==> src/rtl/xbar_slave_regs.sv <==
// xbar_slave_regs: crossbar slave endpoint with a wait-stated register bank and held read response
module xbar_slave_regs #(
  parameter int DW      = 32,
  parameter int AW      = 32,
  parameter int DEPTH   = 16,
  parameter int LATENCY = 2
) (
  input  logic          clk_i,
  input  logic          reset_n_i,
  input  logic          req_i,
  input  logic          cmd_i,
  input  logic [AW-1:0] addr_i,
  input  logic [DW-1:0] wdata_i,
  output logic          ack_o,
  output logic          resp_o,
  output logic [DW-1:0] rdata_o,
  input  logic          resp_ack_i
);
  localparam int IW = $clog2(DEPTH);
  localparam logic [3:0] LAT = 4'(LATENCY);
  typedef enum logic [2:0] {IDLE, WAIT, ACK, GAP, RESP} state_t;
  state_t        state_q, state_d;
  logic [3:0]    cnt_q, cnt_d;
  logic          cmd_q, cmd_d;
  logic [IW-1:0] idx_q, idx_d;
  logic [DW-1:0] wdata_q, wdata_d;
  logic [DW-1:0] rdata_q, rdata_d;
  logic          ack_q, ack_d;
  logic          resp_q, resp_d;
  logic [DW-1:0] regs_q [DEPTH];
  logic [DW-1:0] regs_d [DEPTH];
  logic          unused_addr;
  assign unused_addr = ^{addr_i[AW-1:IW+2], addr_i[1:0]};
  assign ack_o   = ack_q;
  assign resp_o  = resp_q;
  assign rdata_o = rdata_q;
  always_comb begin
    state_d = state_q;
    cnt_d   = cnt_q;
    cmd_d   = cmd_q;
    idx_d   = idx_q;
    wdata_d = wdata_q;
    rdata_d = rdata_q;
    regs_d  = regs_q;
    case (state_q)
      IDLE: if (req_i) begin
        state_d = (LATENCY == 0) ? ACK : WAIT;
        cnt_d   = LAT;
        cmd_d   = cmd_i;
        idx_d   = addr_i[IW+1:2];
        wdata_d = wdata_i;
      end
      WAIT: begin
        cnt_d   = cnt_q - 4'd1;
        state_d = (cnt_q == 4'd1) ? ACK : WAIT;
      end
      ACK: begin
        state_d = cmd_q ? GAP : RESP;
        if (cmd_q) regs_d[idx_q] = wdata_q;
        else rdata_d = regs_q[idx_q];
      end
      GAP:     state_d = IDLE;
      RESP:    state_d = resp_ack_i ? IDLE : RESP;
      default: state_d = IDLE;
    endcase
    ack_d  = (state_d == ACK);
    resp_d = (state_d == RESP);
  end
  always_ff @(posedge clk_i or negedge reset_n_i) begin
    if (!reset_n_i) begin
      state_q <= IDLE;
      cnt_q   <= '0;
      cmd_q   <= 1'b0;
      idx_q   <= '0;
      wdata_q <= '0;
      rdata_q <= '0;
      ack_q   <= 1'b0;
      resp_q  <= 1'b0;
      regs_q  <= '{default: '0};
    end else begin
      state_q <= state_d;
      cnt_q   <= cnt_d;
      cmd_q   <= cmd_d;
      idx_q   <= idx_d;
      wdata_q <= wdata_d;
      rdata_q <= rdata_d;
      ack_q   <= ack_d;
      resp_q  <= resp_d;
      regs_q  <= regs_d;
    end
  end
endmodule
==> config.mk <==
export PLATFORM = sky130hd
export DESIGN_NAME = xbar_slave_regs
export DESIGN_NICKNAME = d
export VERILOG_FILES = /design/src/rtl/xbar_slave_regs.sv
export SDC_FILE = /design/constraint.sdc
export NUM_CORES = 1
export LEC_CHECK = 0
export BUFFER_PORTS_ARGS = -buffer_cell sky130_fd_sc_hd__buf_2
export CAP_MARGIN = 20
export CORE_ASPECT_RATIO = 1.4
export CORE_MARGIN = 2
export CORE_UTILIZATION = 60
export DETAILED_ROUTE_END_ITERATION = 8
export PLACE_DENSITY = 0.89
export REMOVE_ABC_BUFFERS = 1
export SLEW_MARGIN = 25
export SYNTH_ARGS = -nofsm -noshare
export SYNTH_HDL_FRONTEND = slang
export SYNTH_SLANG_ARGS = --single-unit
==> constraint.sdc <==
create_clock -name clk_i -period 2.7 [get_ports clk_i]
set_clock_uncertainty 0.1 [all_clocks]
set_input_delay 0.135 -clock clk_i [delete_from_list [all_inputs] [get_ports clk_i]]
set_output_delay 0.135 -clock clk_i [all_outputs]
set_load 0.02 [all_outputs]
Word level (Yosys, flattened, before mapping)

Index checks and enable logic that the tools add are counted.

Logic and storage cells: 56
Register bits after elaboration: 590
Bits of input ports: 69
ROM bits: 0
Memories kept: 0
RAM bits: 0
Bits in latches: 0
Output and inout bits: 34

Multiplexer cells: 13
Multiply operators: 0
Magnitude comparators: 2
Add/subtract/negate cells: 1
Eq/ne operators: 7
Div/mod/pow operators: 0
Reductions and logical operators: 7
Bitwise gates (word level): 2
Shift operators: 0

Operators with widths:

| cell                                                     | count |
|---|---|
| bitwise mux 512 bit                                      | 1 |
| binary-select mux 32 bit (select 4 bit)                  | 1 |
| demux 32 bit (select 4 bit)                              | 1 |
| two-way mux 32 bit                                       | 3 |
| one-hot mux 3 bit (4 select lines)                       | 1 |
| two-way mux 3 bit                                        | 3 |
| one-hot mux 4 bit (2 select lines)                       | 1 |
| AND reduction 2 bit                                      | 4 |
| equality test 3 x 2 -> 1 bit, second input constant      | 2 |
| equality test 3 bit, second input constant               | 2 |
| greater-or-equal comparator 5 bit, second input constant | 1 |
| < comparator 5 x 1 -> 1 bit, second input constant       | 1 |
| NOT 4 -> 5 bit                                           | 1 |
| equality test 4 x 1 -> 1 bit, second input constant      | 1 |
| two-way mux 4 bit                                        | 1 |
| subtractor 4 x 1 -> 4 bit, second input constant         | 1 |
| equality test 3 x 1 -> 1 bit, second input constant      | 1 |
| zero test 3 bit                                          | 1 |
| two-way mux 2 bit                                        | 1 |
| != test 2 bit, second input constant                     | 1 |
| nonzero test 2 bit                                       | 1 |
| logical AND 1 bit                                        | 1 |
| NOT 1 bit                                                | 1 |

Depth between registers and ports, before layout

Gate-level depths: netlist of the first run.

Depth after elaboration: 6
Mapped depth: 7
Mapped depth without buffers: 6

Worst setup path before layout of the first run

OpenSTA, ideal clock, no wires.

Path type: reg2reg
Start: reg state_q[2]
End: reg regs_q[257] (netlist bit)
Cell stages (with the launch flop): 8
Arrival: 1726 ps
Path slack: 749 ps
Library setup time: 125 ps
Buffers on the path: 3
Cell sequence: dfrtp_1 buf_2 nand4bb_4 nor3_2 and3_1 buf_4 buf_6 mux2_2

Cells in the longest elaborated chain, start to end: 2

Ends and longest elaborated chain:

| item                                 | RTL line | source |
|---|---|---|
| start: declaration                   | 22       | `state_t state_q, state_d;` |
| start signal: assignment             | 81       | `state_q <= state_d;` |
| equality test 3 x 2 -> 1 bit         | 45       | `case (state_q)` |
| AND reduction 2 bit (no source line) | n/a      |  |
| end signal: assignment               | 89       | `regs_q <= regs_d;` |
| end: declaration                     | 30       | `logic [DW-1:0] regs_q [DEPTH];` |

No other way between the ends.
A chain may end at the register's enable or synchronous reset.

Worst setup path in the final report of the first run

Start: reg idx_q[2]
End: reg rdata_q[9] (netlist: rdata_o[9])

Cells in the longest elaborated chain, start to end: 4

Ends and longest elaborated chain:

| item                                                  | RTL line | source |
|---|---|---|
| start: declaration                                    | 25       | `logic [IW-1:0] idx_q, idx_d;` |
| start signal: assignment                              | 84       | `idx_q <= idx_d;` |
| NOT 4 -> 5 bit (not written as such)                  | 60       | `else rdata_d = regs_q[idx_q];` |
| binary-select mux 32 bit (select 4 bit)               | 60       |  |
| two-way mux 32 bit (not written as such) (2 in a row) | 60       |  |
| end signal: assignment                                | 86       | `rdata_q <= rdata_d;` |
| end: declaration                                      | 27       | `logic [DW-1:0] rdata_q, rdata_d;` |

No other way between the ends. The select of a mux whose other input is x is not followed.

==> impl_metrics.sql, run 1 <==
INSERT INTO impl_metrics (metric_group, metric, value, unit) VALUES
('timing', 'final.min_clock_period', '2540', 'ps'),
('die', 'die_height', '251', 'um'),
('synthesis', 'async_flop_share', '100', '%'),
('worst_setup_path', 'timing.setup.critical_path_class', 'flop to flop', ''),
('timing', 'layout_worst_path_cycle_share', '93.9', '%'),
('timing', 'rsz0062_at_grt', 'no', ''),
('routing', 'routed_length_per_instance', '25.4', 'um'),
('hold_path', 'hp-class', 'input port to async pin', ''),
('synthesis', 'xor_xnor_share_of_the_synthesized_area', '0', '%'),
('synthesis', 'ys.flop_type', 'dfrtp_1', ''),
('clocking', 'cts.repair.resized', '0', ''),
('worst_setup_path', 'critical_path.max_fanout', '35', ''),
('global_routing', 'grt_first_pass_wirelength', '96.3', 'mm'),
('layout', 'finish.utilization', '67.9', '%'),
('routing', 'number_of_iterations_in_the_first_detailed_routing_pass', '5', ''),
('timing', 'setup_viol', '0', ''),
('routing', 'num_vias', '15500', ''),
('synthesis', 'synth_area_per_cell', '15.2', 'um^2'),
('timing', 'achievable-frequency', '394', 'MHz'),
('routing', 'routed_wirelength', '60.9', 'mm'),
('power_and_ir_drop', 'leakagePower', '14.7', 'nW'),
('clocking', 'tritoncts', 'yes', ''),
('clocking', 'worst_setup_hold_path_clk_slew', '60', 'ps'),
('clocking', 'ctsLongestPathBuffers', '3', ''),
('die', 'fp-row-count', '90', ''),
('layout', 'antenna_cells', '0', ''),
('outcome', 'run_status', 'complete, no violations', ''),
('clocking', 'tritoncts_num_sinks', '590', ''),
('layout', 'area.growth.synth_to_final', '11.8', '%'),
('synthesis', 'synth-adder-area-share', '0.0955', '%'),
('clocking', 'clock_latency', '590', 'ps'),
('die', 'die_x', '181', 'um'),
('global_routing', 'grt_start_max_net_pins', '93', ''),
('placement', 'weighted_congestion_reported_at_the_end_of_routability_driven_placement', '0.781', ''),
('synthesis', 'yosys_warnings', '0', ''),
('layout', 'finalNonFillerCells', '2403', ''),
('placement', 'portBuffers', '74', ''),
('clocking', 'hold_buffers', '40', ''),
('timing', 'max_slew.worst_pin.slew', '1080', 'ps'),
('die', 'core_area', '43100', 'um^2'),
('timing', 'slew_headroom', '28.0', '%'),
('synthesis', 'post_synthesis_cell_type_count', '40', ''),
('global_routing', 'grt_pass1_vias', '17100', ''),
('synthesis', 'synth_top_family_by_area', 'multiplexers', ''),
('routing', 'starting_drc_count_in_detailed_routing', '1100', ''),
('routing', 'drtAntennaViolNets', '0', ''),
('synthesis', 'post_synth_and_or_nand_nor_area_fraction', '1.93', '%'),
('run', 'max_cap_viols', '0', ''),
('synthesis', 'seq_area_frac_synth', '56.3', '%'),
('die', 'full_die_area', '45400', 'um^2'),
('global_routing', 'grt_antenna_before_repair', '0', ''),
('routing', 'via_per_inst', '6.43', ''),
('layout', 'nNetsFinal', '1887', ''),
('synthesis', 'post_synth_mux_area_share', '35.1', '%'),
('worst_setup_path', 'cp-end-kind', 'flop', ''),
('timing', 'fin_setup_tns', '0', 'ps'),
('die', 'io-pin-count', '103', ''),
('power_and_ir_drop', 'max-vdd-ir-drop', '0.000629', 'V'),
('clocking', 'postCtsSetupBuffers', '0', ''),
('power_and_ir_drop', 'post-layout-total-power', '27.9', 'mW'),
('timing', 'finalMaxSlewViolations', '0', ''),
('worst_setup_path', 'critPathArrivalTime', '2890', 'ps'),
('clocking', 'clock_tree.htree_level_count', '2', ''),
('clocking', 'cts-root-buf', 'clkbuf_16', ''),
('worst_setup_path', 'timing.critical_path.required', '3050', 'ps'),
('routing', 'drc', '0', ''),
('layout', 'post_route_cells_drive_above_1_share', '46.0', '%'),
('global_routing', 'global_route.overflow_total', '0', ''),
('timing', 'hold_viol_final', '0', ''),
('die', 'initial_utilization', '60.8', '%'),
('layout', 'filler_cell_count', '2773', ''),
('clocking', 'cts_buffers', '53', ''),
('timing', 'final.hold.worst_slack', '19.0', 'ps'),
('worst_setup_path', 'start_kind', 'flop', ''),
('synthesis', 'syn-cell-area', '26200', 'um^2'),
('synthesis', 'synth_edf_count', '0', ''),
('placement', 'post-place-cells', '2273', ''),
('synthesis', 'syn_inst', '1720', ''),
('synthesis', 'ys_ff_latch', '590', ''),
('global_routing', 'grt_util_all_layers', '27.3', '%'),
('placement', 'dp.final_hpwl', '36.0', 'mm'),
('synthesis', 'synth_compound_gate_area_share', '3.14', '%'),
('power_and_ir_drop', 'power_density', '953', 'nW/um^2');
cells in the mapped netlist (3+ instances only):
library cell	n	area [um^2]
dfrtp_1	590	14800
mux2_2	529	5960
and3_1	3	18.8
nor2b_1	3	18.8
a21o_1	14	105
nor3_1	20	100
a221oi_1	18	158
mux2i_1	137	1370
nand3b_1	4	30.0
mux2_1	19	214
buf_2	58	290
a21oi_1	22	110
nor2_1	28	105
buf_1	3	11.3
buf_6	26	293
inv_1	4	15.0
clkbuf_1	44	165
o22ai_1	50	313
nand2_1	14	52.6
o21ai_0	22	110
mux4_2	74	1670
buf_4	13	97.6
per-layer routing:
layer  up-vias  GRT usage, %  wire [um]
met3       176          4.64       3220
met2       504          47.2      31500
li1       6544             -          -
met1      8228          33.9      23700
met4         0          12.1       2590
met5         -             0          0
power by group:
group / internal, mW / switching (mW) / leakage (nW)
combinational: 3.73 / 3.64 / 5.76
clock: 4.15 / 3.21 / 0.814
sequential: 10.9 / 2.24 / 8.09
total: 18.8 / 9.10 / 14.7
cell families after synthesis:
family          Yosys count
fa+ha+maj                 2
buf+inv                 150
mux                     759
simple gates             90
compound gates          129
flops                   590
cell type report:
cell class / instances / area [um^2] / share of cell area (%)
clock buffer: 79 / 1510 / 5.17
clock inverter: 11 / 145 / 0.495
inverter: 5 / 18.8 / 0.0641
multi-input combinational: 980 / 10600 / 36.2
sequential: 590 / 14800 / 50.4
tap: 552 / 691 / 2.36
timing repair buffer: 186 / 1550 / 5.28
sequential cells by signal (all words and copies together), names as in the netlist:
signal	flops
idx_q	4
cmd_q	1
ack_o	1
regs_q	512
cnt_q	4
state_q	3
rdata_o	32
wdata_q	32
resp_o	1
metrics by stage:
step / setup WS (ps) / area (um^2)
after floorplan: -6160 / 25300
after global placement: 263 / 27200
after detailed placement: 251 / 27200
after CTS: 246 / 29300
after global routing: 146 / 29300
final: 164 / 29300
worst max-delay path, stage by stage, from the launching register on:
cell,delay [ps]
dfrtp_4,490
buf_12,210
or3b_1,920
o22ai_1,140
nor3_1,370
a21oi_1,130
cells in the final DEF (no fill, tap or decap), types with 3 or more instances in the layout:
cell	instances
clkinv_2	4
buf_2	73
a21o_1	14
mux2i_1	137
o22ai_1	50
mux2_2	529
a21oi_1	22
buf_12	18
clkbuf_1	17
buf_4	54
inv_1	4
mux4_2	74
nand3b_1	4
a221oi_1	18
dlygate4sd3_1	40
o21ai_0	22
dfrtp_1	587
nor2_1	28
nor3_1	20
clkbuf_8	9
inv_6	4
bufinv_16	3
mux2_1	19
nor2b_1	3
clkbuf_16	53
nand2_2	13
worst paths after layout:
kind	startpoint	end	slack, ps	depth (start not counted)
setup / recovery	idx_q[2]	rdata_o[9]	160	5
hold / removal	reset_n_i	regs_q[400]	20	2
max in group asynchronous	reset_n_i	regs_q[15]	1460	4
hold reg to reg	rdata_o[8]	rdata_o[8]	380	1
setup reg to reg	idx_q[2]	rdata_o[9]	160	5
min in group clk_i	wdata_i[3]	wdata_q[3]	200	3
Note: power is estimated with default switching activity, not from simulation.
==> run 2: changes to the inputs <==
--- a/config.mk
+++ b/config.mk
@@ -7,11 +7,13 @@
 export LEC_CHECK = 0
 export BUFFER_PORTS_ARGS = -buffer_cell sky130_fd_sc_hd__buf_2
 export CAP_MARGIN = 20
+export CELL_PAD_IN_SITES_DETAIL_PLACEMENT = 0
+export CELL_PAD_IN_SITES_GLOBAL_PLACEMENT = 1
 export CORE_ASPECT_RATIO = 1.4
 export CORE_MARGIN = 2
-export CORE_UTILIZATION = 60
+export CORE_UTILIZATION = 53
 export DETAILED_ROUTE_END_ITERATION = 8
-export PLACE_DENSITY = 0.89
+export PLACE_DENSITY = 0.91
 export REMOVE_ABC_BUFFERS = 1
 export SLEW_MARGIN = 25
 export SYNTH_ARGS = -nofsm -noshare
==> run 2 against run 1 <==
  * Register-to-register slack gained 210 ps
  * Clock power up 6.4%
  * Non-clock buffer count grew 7
  * Via count is 1.7% lower
  * Final cell count grew 4.2%
  * Combinational power hardly changed
  * First-iteration DRC count shrank 5.8%
  * Worst setup slack improved by 210 ps
  * Sequential cell count did not move
  * Critical endpoint is now rdata_o[8]
  * Largest power group unchanged
==> impl_metrics.sql, run 2 (same netlist as run 1, synthesis figures left out) <==
INSERT INTO impl_metrics (metric_group, metric, value, unit) VALUES
('outcome', 'run_status', 'complete, no violations', ''),
('layout', 'ff_latch_area', '14800', 'um^2'),
('die', 'core_area', '48900', 'um^2'),
('routing', 'starting_drc_count_in_detailed_routing', '1036', ''),
('timing', 'finalMaxSlewViolations', '0', ''),
('clocking', 'clock_tree.htree_level_count', '2', ''),
('layout', 'most-common-layout-cells', '587 x dfrtp_1, 529 x mux2_2, 137 x mux2i_1', ''),
('timing', 'slew_headroom', '29.3', '%'),
('timing', 'layout_worst_path_cycle_share', '86.1', '%'),
('timing', 'achievable-frequency', '430', 'MHz'),
('global_routing', 'global_route.overflow_total', '0', ''),
('layout', 'mostFrequentLayoutCell', 'dfrtp_1', ''),
('hold_path', 'hp-class', 'input port to async pin', ''),
('die', 'io-pin-count', '103', ''),
('worst_setup_path', 'cp_cell_instances', 'buf_12, mux4_2, mux2i_1, o22ai_1, a21o_1', ''),
('worst_setup_path', 'critPathMaxStageDelay', '730', 'ps'),
('layout', 'antenna_cells', '0', ''),
('timing', 'max_slew.worst_pin.slew', '1060', 'ps'),
('timing', 'hold_viol_final', '0', ''),
('worst_setup_path', 'start_kind', 'flop', ''),
('global_routing', 'grt_pass1_vias', '16400', ''),
('clocking', 'hold_buffers', '40', ''),
('worst_setup_path', 'timing.setup.critical_path_class', 'flop to flop', ''),
('clocking', 'tritoncts_num_sinks', '590', ''),
('timing', 'final.min_clock_period', '2320', 'ps'),
('global_routing', 'grt_util_all_layers', '24.6', '%'),
('layout', 'number_of_flip_flops_in_the_largest_register', '512', ''),
('worst_setup_path', 'crit_family', 'multiplexers', ''),
('global_routing', 'grt_start_max_net_pins', '91', ''),
('routing', 'drtAntennaViolNets', '0', ''),
('timing', 'rsz0062_at_grt', 'no', ''),
('die', 'fp-row-count', '96', ''),
('worst_setup_path', 'critical_path.max_fanout', '25', ''),
('clocking', 'clock_latency', '600', 'ps'),
('worst_setup_path', 'timing.critical_path.buf_inv', '1', ''),
('routing', 'num_vias', '15200', ''),
('run', 'max_cap_viols', '0', ''),
('clocking', 'cts_buffers', '55', ''),
('worst_setup_path', 'critPathArrivalTime', '2700', 'ps'),
('routing', 'routed_wirelength', '61.0', 'mm'),
('power_and_ir_drop', 'leakagePower', '14.8', 'nW'),
('routing', 'drc', '0', ''),
('worst_setup_path', 'critical_path.slowest_cell', 'dfrtp_4', ''),
('die', 'die_x', '192', 'um'),
('power_and_ir_drop', 'power_density', '957', 'nW/um^2'),
('layout', 'filler_cell_count', '3621', ''),
('die', 'die_height', '267', 'um'),
('routing', 'via_per_inst', '6.06', ''),
('layout', 'area.growth.synth_to_final', '13.1', '%'),
('clocking', 'cts.repair.resized', '0', ''),
('die', 'initial_utilization', '53.6', '%'),
('clocking', 'tritoncts', 'yes', ''),
('routing', 'routed_length_per_instance', '24.4', 'um'),
('placement', 'dp.final_hpwl', '36.5', 'mm'),
('power_and_ir_drop', 'max-vdd-ir-drop', '0.000832', 'V'),
('timing', 'fin_setup_tns', '0', 'ps'),
('placement', 'portBuffers', '74', ''),
('timing', 'setup_viol', '0', ''),
('clocking', 'ctsLongestPathBuffers', '3', ''),
('placement', 'weighted_congestion_reported_at_the_end_of_routability_driven_placement', '0.768', ''),
('layout', 'register_with_the_highest_flop_count', 'regs_q', ''),
('die', 'full_die_area', '51300', 'um^2'),
('clocking', 'cts-root-buf', 'clkbuf_16', ''),
('worst_setup_path', 'cp-end-kind', 'flop', ''),
('layout', 'post_route_cells_drive_above_1_share', '46.9', '%'),
('clocking', 'postCtsSetupBuffers', '0', ''),
('layout', 'area_taken_by_multi_input_logic_gates', '10600', 'um^2'),
('routing', 'number_of_iterations_in_the_first_detailed_routing_pass', '5', ''),
('layout', 'finish.utilization', '60.6', '%'),
('layout', 'nNetsFinal', '1896', ''),
('clocking', 'worst_setup_hold_path_clk_slew', '70', 'ps'),
('global_routing', 'grt_antenna_before_repair', '0', ''),
('global_routing', 'grt_first_pass_wirelength', '95.2', 'mm'),
('worst_setup_path', 'timing.critical_path.required', '3080', 'ps');
## run 2: area by class of cell
type / instances / area share [%]
Tap cell: 637 / 2.69
Clock inverter: 18 / 0.638
Inverter: 5 / 0.0633
Clock buffer: 81 / 5.55
Multi-Input combinational cell: 980 / 35.8
Timing Repair Buffer: 193 / 5.40
Sequential cell: 590 / 49.9
## run 2: path summary, 6_finish.rpt
kind	slack [ps]	endpoint	depth (start not counted)	from
max	380	rdata_o[8]	5	idx_q[1]
min	120	regs_q[387]	2	reset_n_i
max reg2reg	380	rdata_o[8]	5	idx_q[1]
min reg2reg	370	rdata_o[24]	1	rdata_o[24]
max in group asynchronous	1520	idx_q[1]	3	reset_n_i
min in group clk_i	180	wdata_q[0]	3	wdata_i[0]
## run 2: routing by layer
layer | global-route usage, % | routed length (um) | part of all wire [%]
met1 | 31.3 | 24600 | 40
met2 | 43.4 | 32100 | 53
met3 | 2.84 | 2480 | 4.1
met4 | 8.57 | 1850 | 3.0
met5 | 0 | 0 | 0
## run 2: stage by stage
stage	setup WS (ps)	area (um^2)	power [mW]	hold slack, ps	std cells
3_5_place_dp	351	27400	20.6	167	2365
3_3_place_gp	378	27400	20.2	134	2365
2_1_floorplan	-6160	25300	17.2	-261	1575
6_report	375	29600	28.4	115	2504
4_1_cts	333	29600	28.5	124	2504
5_1_grt	262	29600	29.7	169	2504
## run 2: power by group
part           internal (mW)  switching [mW]
clock network           4.50            3.34
registers               10.9            2.27
logic                   3.82            3.52
